### src/rtl/mips_pkg.sv
`default_nettype none
// +----------------------------------------------------------------------+
// | Package    : mips_pkg                                                |
// | Purpose    : Shared constants and types for the MIPS front end:      |
// |              word width, reset/exception vector defaults, PC         |
// |              sequencer state encodings, redirect kinds and an        |
// |              address word-align helper.                              |
// | Revision   : 1.0  initial release                                    |
// +----------------------------------------------------------------------+
package mips_pkg;

  localparam int WORD_W = 32;

  localparam logic [WORD_W-1:0] RESET_VECTOR_DEFAULT = 32'h0000_0000;
  localparam logic [WORD_W-1:0] EXC_VECTOR_DEFAULT   = 32'h8000_0180;

  // Sequencer state encodings (visible on the debug port).
  localparam logic [1:0] SEQ_BOOT     = 2'd0;
  localparam logic [1:0] SEQ_RUN      = 2'd1;
  localparam logic [1:0] SEQ_STALL    = 2'd2;
  localparam logic [1:0] SEQ_REDIRECT = 2'd3;

  // Which redirect source won arbitration this cycle.
  typedef enum logic [1:0] {
    REDIR_NONE   = 2'd0,
    REDIR_EXC    = 2'd1,
    REDIR_BRANCH = 2'd2,
    REDIR_JUMP   = 2'd3
  } redir_e;

  // Instruction fetch is word-granular: drop the byte-offset bits.
  function automatic logic [WORD_W-1:0] word_align(input logic [WORD_W-1:0] addr);
    return {addr[WORD_W-1:2], 2'b00};
  endfunction

endpackage
`default_nettype wire

### src/rtl/next_pc_mux.sv
`default_nettype none
// +----------------------------------------------------------------------+
// | Module     : next_pc_mux                                             |
// | Purpose    : Combinational priority select of the next PC:           |
// |              exception > branch > jump > stall(hold) > sequential.   |
// | Ports      : i_pc, i_pc_add        current PC and PC + step          |
// |              i_exc_req             exception request                 |
// |              i_branch_taken/target branch redirect from EX           |
// |              i_jump_taken/target   jump redirect from ID             |
// |              i_stall               hazard hold request               |
// |              o_next_pc             selected next PC (word aligned)   |
// |              o_redir               winning redirect kind             |
// |              o_align_fault         accepted target was misaligned    |
// | Revision   : 1.0  initial release                                    |
// +----------------------------------------------------------------------+
module next_pc_mux
  import mips_pkg::*;
#(
  parameter logic [WORD_W-1:0] EXC_VECTOR = EXC_VECTOR_DEFAULT
) (
  input  logic [WORD_W-1:0] i_pc,
  input  logic [WORD_W-1:0] i_pc_add,
  input  logic              i_exc_req,
  input  logic              i_branch_taken,
  input  logic [WORD_W-1:0] i_branch_target,
  input  logic              i_jump_taken,
  input  logic [WORD_W-1:0] i_jump_target,
  input  logic              i_stall,
  output logic [WORD_W-1:0] o_next_pc,
  output redir_e            o_redir,
  output logic              o_align_fault
);

  always_comb begin
    o_next_pc     = i_pc_add;
    o_redir       = REDIR_NONE;
    o_align_fault = 1'b0;
    if (i_exc_req) begin
      o_next_pc = word_align(EXC_VECTOR);
      o_redir   = REDIR_EXC;
    end else if (i_branch_taken) begin
      // A simultaneous jump is on the wrong path and is simply dropped.
      o_next_pc     = word_align(i_branch_target);
      o_redir       = REDIR_BRANCH;
      o_align_fault = |i_branch_target[1:0];
    end else if (i_jump_taken) begin
      o_next_pc     = word_align(i_jump_target);
      o_redir       = REDIR_JUMP;
      o_align_fault = |i_jump_target[1:0];
    end else if (i_stall) begin
      o_next_pc = i_pc;
    end
  end

endmodule
`default_nettype wire

### src/rtl/pc_sequencer.sv
`default_nettype none
// +----------------------------------------------------------------------+
// | Module     : pc_sequencer                                            |
// | Purpose    : Program counter and next-PC sequencing for the 5-stage  |
// |              MIPS pipeline. Holds the PC register, the PC+step adder |
// |              and the BOOT/RUN/STALL/REDIRECT FSM; drives IF/ID load  |
// |              enable and the IF/ID, ID/EX flushes.                    |
// | Ports      : Clk, Reset_n (async, active-low)                        |
// |              Stall, JumpTaken/JumpTarget, BranchTaken/BranchTarget,  |
// |              ExcReq                          control inputs          |
// |              PCResult, PCAddResult           PC and PC + PC_STEP     |
// |              IFIDWrite, FlushIFID, FlushIDEX pipeline controls       |
// |              AlignFault                      misaligned target pulse |
// |              SeqState                        FSM state (debug)       |
// | Options    : BRANCH_DELAY_SLOT_EN - delay-slot flush behaviour:      |
// |              branch flushes IF/ID only, jump flushes nothing.        |
// | Revision   : 1.0  initial release                                    |
// +----------------------------------------------------------------------+
module pc_sequencer
  import mips_pkg::*;
#(
  parameter logic [WORD_W-1:0] RESET_VECTOR = RESET_VECTOR_DEFAULT,
  parameter logic [WORD_W-1:0] EXC_VECTOR   = EXC_VECTOR_DEFAULT,
  parameter int                PC_STEP      = 4
) (
  input  logic              Clk,
  input  logic              Reset_n,
  input  logic              Stall,
  input  logic              JumpTaken,
  input  logic [WORD_W-1:0] JumpTarget,
  input  logic              BranchTaken,
  input  logic [WORD_W-1:0] BranchTarget,
  input  logic              ExcReq,
  output logic [WORD_W-1:0] PCResult,
  output logic [WORD_W-1:0] PCAddResult,
  output logic              IFIDWrite,
  output logic              FlushIFID,
  output logic              FlushIDEX,
  output logic              AlignFault,
  output logic [1:0]        SeqState
);

  localparam logic [WORD_W-1:0] c_pc_step = PC_STEP[WORD_W-1:0];

`ifdef BRANCH_DELAY_SLOT_EN
  // The delay-slot instruction (in IF/ID behind a branch, or fetched
  // behind a jump) must commit.
  localparam logic c_branch_flush_idex = 1'b0;
  localparam logic c_jump_flush_ifid   = 1'b0;
`else
  localparam logic c_branch_flush_idex = 1'b1;
  localparam logic c_jump_flush_ifid   = 1'b1;
`endif

  logic [1:0]        r_state;
  logic [1:0]        w_state_nxt;
  logic [WORD_W-1:0] r_pc;
  logic [WORD_W-1:0] w_pc_add;
  logic [WORD_W-1:0] w_mux_pc;
  logic [WORD_W-1:0] w_pc_nxt;
  redir_e            w_redir;
  logic              w_mux_align_fault;

  // Modulo-2^32 increment: wraps from 0xFFFF_FFFC to 0 silently.
  assign w_pc_add = r_pc + c_pc_step;

  next_pc_mux #(
    .EXC_VECTOR (EXC_VECTOR)
  ) u_next_pc_mux (
    .i_pc            (r_pc),
    .i_pc_add        (w_pc_add),
    .i_exc_req       (ExcReq),
    .i_branch_taken  (BranchTaken),
    .i_branch_target (BranchTarget),
    .i_jump_taken    (JumpTaken),
    .i_jump_target   (JumpTarget),
    .i_stall         (Stall),
    .o_next_pc       (w_mux_pc),
    .o_redir         (w_redir),
    .o_align_fault   (w_mux_align_fault)
  );

  // BOOT ignores every input and just holds the PC for one cycle.
  assign w_pc_nxt = (r_state == SEQ_BOOT) ? r_pc : w_mux_pc;

  always_ff @(posedge Clk or negedge Reset_n) begin
    if (!Reset_n) r_pc <= RESET_VECTOR;
    else          r_pc <= w_pc_nxt;
  end

  // FSM: state register
  always_ff @(posedge Clk or negedge Reset_n) begin
    if (!Reset_n) r_state <= SEQ_BOOT;
    else          r_state <= w_state_nxt;
  end

  // FSM: next state. RUN, STALL and REDIRECT arbitrate identically.
  always_comb begin
    w_state_nxt = r_state;
    case (r_state)
      SEQ_BOOT: w_state_nxt = SEQ_RUN;
      default: begin
        if (w_redir != REDIR_NONE) w_state_nxt = SEQ_REDIRECT;
        else if (Stall)            w_state_nxt = SEQ_STALL;
        else                       w_state_nxt = SEQ_RUN;
      end
    endcase
  end

  // FSM: outputs. IFIDWrite stays high on a redirect; a flush on the same
  // edge clears the register regardless.
  always_comb begin
    IFIDWrite  = 1'b0;
    FlushIFID  = 1'b0;
    FlushIDEX  = 1'b0;
    AlignFault = 1'b0;
    if (r_state != SEQ_BOOT) begin
      IFIDWrite  = 1'b1;
      AlignFault = w_mux_align_fault;
      case (w_redir)
        REDIR_EXC: begin
          FlushIFID = 1'b1;
          FlushIDEX = 1'b1;
        end
        REDIR_BRANCH: begin
          FlushIFID = 1'b1;
          FlushIDEX = c_branch_flush_idex;
        end
        REDIR_JUMP: begin
          FlushIFID = c_jump_flush_ifid;
        end
        default: begin
          IFIDWrite = ~Stall;
        end
      endcase
    end
  end

  assign PCResult    = r_pc;
  assign PCAddResult = w_pc_add;
  assign SeqState    = r_state;

endmodule
`default_nettype wire

### config.mk
export PLATFORM = sky130hd
export DESIGN_NAME = pc_sequencer
export DESIGN_NICKNAME = d
export VERILOG_FILES = /design/src/rtl/mips_pkg.sv /design/src/rtl/next_pc_mux.sv /design/src/rtl/pc_sequencer.sv
export SDC_FILE = /design/constraint.sdc
export NUM_CORES = 1
export LEC_CHECK = 0
export CAP_MARGIN = 20
export CORE_MARGIN = 2
export CORE_UTILIZATION = 40
export CTS_CLUSTER_DIAMETER = 30
export DETAILED_ROUTE_END_ITERATION = 12
export HOLD_SLACK_MARGIN = 0.05
export PLACE_DENSITY = 0.93
export SLEW_MARGIN = 0
export SYNTH_ARGS = -nofsm -noshare
export SYNTH_HDL_FRONTEND = slang
export SYNTH_SLANG_ARGS = --single-unit
### constraint.sdc
create_clock -name Clk -period 2.7 [get_ports Clk]
set_clock_uncertainty 0.15 [all_clocks]
set_input_delay 0.405 -clock Clk [delete_from_list [all_inputs] [get_ports Clk]]
set_output_delay 0.405 -clock Clk [all_outputs]
set_load 0.05 [all_outputs]
==> impl_metrics.ini, run 1 <==
[status]
status = finished, violations left
violations = negative setup slack

[critical_path]
r2r_cells = 6
crit_fanout = 9
arrival_ns = 2.24
crit_slowest_cell = dfrtp_1
critical_path_required_ns = 2.14
cpPeakStageDelay_ns = 0.57
end_kind = output pin
path_class = flop to output pin
worstReg2RegEnd = PCResult[30]
startpoint_type = flop
r2r_start = PCResult[20]
path_cells = nand3_1 -> nor2_2 -> nand4_1 -> xnor2_2 -> buf_12
r2r_setup_slack_ns = 0.31

[floorplanning]
rows = 29
chipWidth_um = 85.1
io_pins = 140
fp.coreArea_um2 = 6350
start_util_pct = 41.4
die_h_um = 85.1
die_area_um2 = 7230

[synthesis]
yosysUniqueCellTypes = 60
synthTopCellsByArea = dfrtp_1 30%, xnor2_1 6.7%, nor2_1 4.4%
postSynthCellCount = 329
yosys.area.top_type = dfrtp_1
netlist_top_cells_count = 32 x dfrtp_1, 31 x nor2_1, 23 x nand2_1, 22 x a21oi_1
synth_most_common_cell = dfrtp_1
synth.avg_cell_area_um2 = 7.99
syn-cell-area_um2 = 2630
synth-seq-area-share_pct = 30.5
synth_top_area_share_pct = 30.5
synth_async_sr_flop_share_pct = 100
synth-edff-count = 0
synth_ff_type = dfrtp_1
yosysWarnings = 0
synth_seq_cells = 32

[pwr]
leakagePower_nw = 2.04
p_per_area_nw_per_um2 = 390
vdd_ir_drop_max_v = 0.000294

[timing]
tightest_slew_ns = 0.538
final-setup-viol-count = 1
setup_slack_ns = -0.0932
hold_viol = 0
fin_crit_ns = 2.79
slew_violations = 0
rsz0062_at_grt = true
maxClockFrequency_ghz = 0.358
min_period_over_period_pct = 103
slew_headroom_pct = 64.0

[cells_and_area]
layoutNonFillerInstCount = 563
final_util_pct = 77.9
syn_to_final_growth_pct = 88.3
num_antenna_cells = 0
nets = 557
drive_gt1_share_pct = 28.2

[grt]
grt_max_degree = 33
gr-usage-all-layers_pct = 28.5
grt_pass1_vias = 3380
grt.overflow.total = 0
grt_pass1_wl_mm = 16.6
antenna_found_initial = 0

[route]
drtIter0Drc = 475
vias_per_cell = 6.15
drcViolationCount = 0
drt_first_pass_iters = 8
final_antenna_net_count = 0
wirelength_mm = 10.9
routedWlPerCell_um = 19.4
vias = 3460

[worst_hold_path]
worstHoldPathType = input pin to asynchronous set/reset pin

[cts]
htree_levels = 2
clock-sinks = 32
clk-insertion-delay-late_ns = 0.29
cts_inserted_buffers = 5
cts_tree = done
clockBufferDepth = 2
root_buffer = clkbuf_8
cts.reportedPaths.clkPinSlew_ns = 0.07

[place]
port_buffers = 135
post-dp-hpwl_mm = 7.65
dp.cells = 544
dp_slack_ns = 0.0530
gp_congestion = 0.895

[job]
maxCapViolations = 0
-- through the flow --
stage	instance area [um2]	total power [W]	TNS, ns	hold WS (ns)
after floorplan	2870	0.00108	-0.402	-0.0406
after global placement	4670	0.00149	0	0.345
after detailed placement	4670	0.00151	0	0.386
after CTS	4800	0.00190	0	0.399
after global routing	4950	0.00199	-0.468	0.420
final	4950	0.00193	-0.0932	0.387
-- report_power, final --
| part | internal (W) | leakage (nW) | switching (W) |
|---|---|---|---|
| combinational | 0.000409 | 1.60 | 0.000523 |
| clock | 0.000203 | 0.0510 | 0.000191 |
| sequential | 0.000519 | 0.383 | 0.0000825 |
| total | 0.00113 | 2.03 | 0.000796 |
-- critical path: cells and delay by family, from the launching register on --
| family | cells | cell delay, ns |
|---|---|---|
| simple gates | 3 | 0.86 |
| flops | 1 | 0.57 |
| xor+xnor | 1 | 0.33 |
| buf+inv | 1 | 0.18 |
-- placed cells by master (no fill, tap or decap), types with 3 or more instances in the layout --
cell type and n:
clkdlybuf4s50_1 104, buf_4 42, nor2_1 27, buf_12 27, nand2_1 22, a21oi_1 21
o21ai_1 20, dfrtp_2 17, dfrtp_1 15, inv_1 15, o21ai_0 13, nand3_1 11
xnor2_2 10, nand4_1 8, a22o_1 8, a22oi_1 7, xnor2_1 6, clkbuf_8 6
nand3_4 5, and3_1 5, o32a_1 5, a31oi_1 5, xnor2_4 4, xor2_1 4
o211ai_1 4, a221oi_1 4, conb_1 4, nor3_1 3, xor2_2 3, o311ai_1 3
o22ai_1 3, nand2b_1 3
-- state kept, by name, summed over array words and instances, names as in the netlist --
name and cells:
PCResult 30, SeqState 2
-- layer usage --
metal / wire, um / share of wire [%] / vias to the layer above / GRT usage [%]
li1: - / - / 1525 / -
met1: 4020 / 37 / 1626 / 35.1
met2: 5430 / 50 / 250 / 48.3
met3: 1080 / 9.9 / 59 / 6.13
met4: 404 / 3.7 / 0 / 12.1
met5: 0 / 0 / - / 0
-- worst max-delay path by stage --
stage                      end  cells past startpoint         start  slack [ns]
2_1_floorplan  PCAddResult[24]                      6   PCResult[2]       -0.19
3_3_place_gp      PCResult[26]                      6   BranchTaken        0.12
3_5_place_dp         FlushIFID                      7   BranchTaken        0.05
4_1_cts        PCAddResult[30]                      7   PCResult[2]       0.001
5_1_grt        PCAddResult[30]                      5  PCResult[20]       -0.12
6_report       PCAddResult[30]                      5  PCResult[20]       -0.09
-- cell type report --
cell class              instances  area, um2
well taps                      77       96.3
multi-input cells             257       1970
repair buffers                174       1910
fillers                       385       1400
clock buffers                   6       82.6
flip-flops and latches         32        822
clock inverters                 2       10.0
inverters                      15       56.3
-- cells by family (layout without fill, tap and decap cells) --
kind of cell             after synthesis  in the layout  share of synthesized area [%]
AO/OA/AOI/OAI                        115            115                           29.8
XOR/XNOR                              28             28                           9.33
adder cells (fa/ha/maj)                2              2                          0.952
buffers and inverters                 43            197                           6.90
flip-flops                            32             32                           30.5
multiplexers                           2              2                          0.762
other                                  1              4                          0.143
AND/OR/NAND/NOR                      106            106                           21.6
-- timing repair --
action / in CTS / in global routing
pin swaps: 4 / 5
resized for setup: 6 / 15
setup endpoints to repair: 10 / 19
buffers inserted: 2 / 9
hold buffers: 0 / 0
No activity file was read; power rests on OpenSTA's default activity.
==> run 2: changes to the inputs <==
--- a/config.mk
+++ b/config.mk
@@ -9,6 +9,7 @@
 export CORE_MARGIN = 2
 export CORE_UTILIZATION = 40
 export CTS_CLUSTER_DIAMETER = 30
+export CTS_CLUSTER_SIZE = 40
 export DETAILED_ROUTE_END_ITERATION = 12
 export HOLD_SLACK_MARGIN = 0.05
 export PLACE_DENSITY = 0.93
==> results of run 2 <==
Final layout, timing and power as in run 1 (identical DEF).
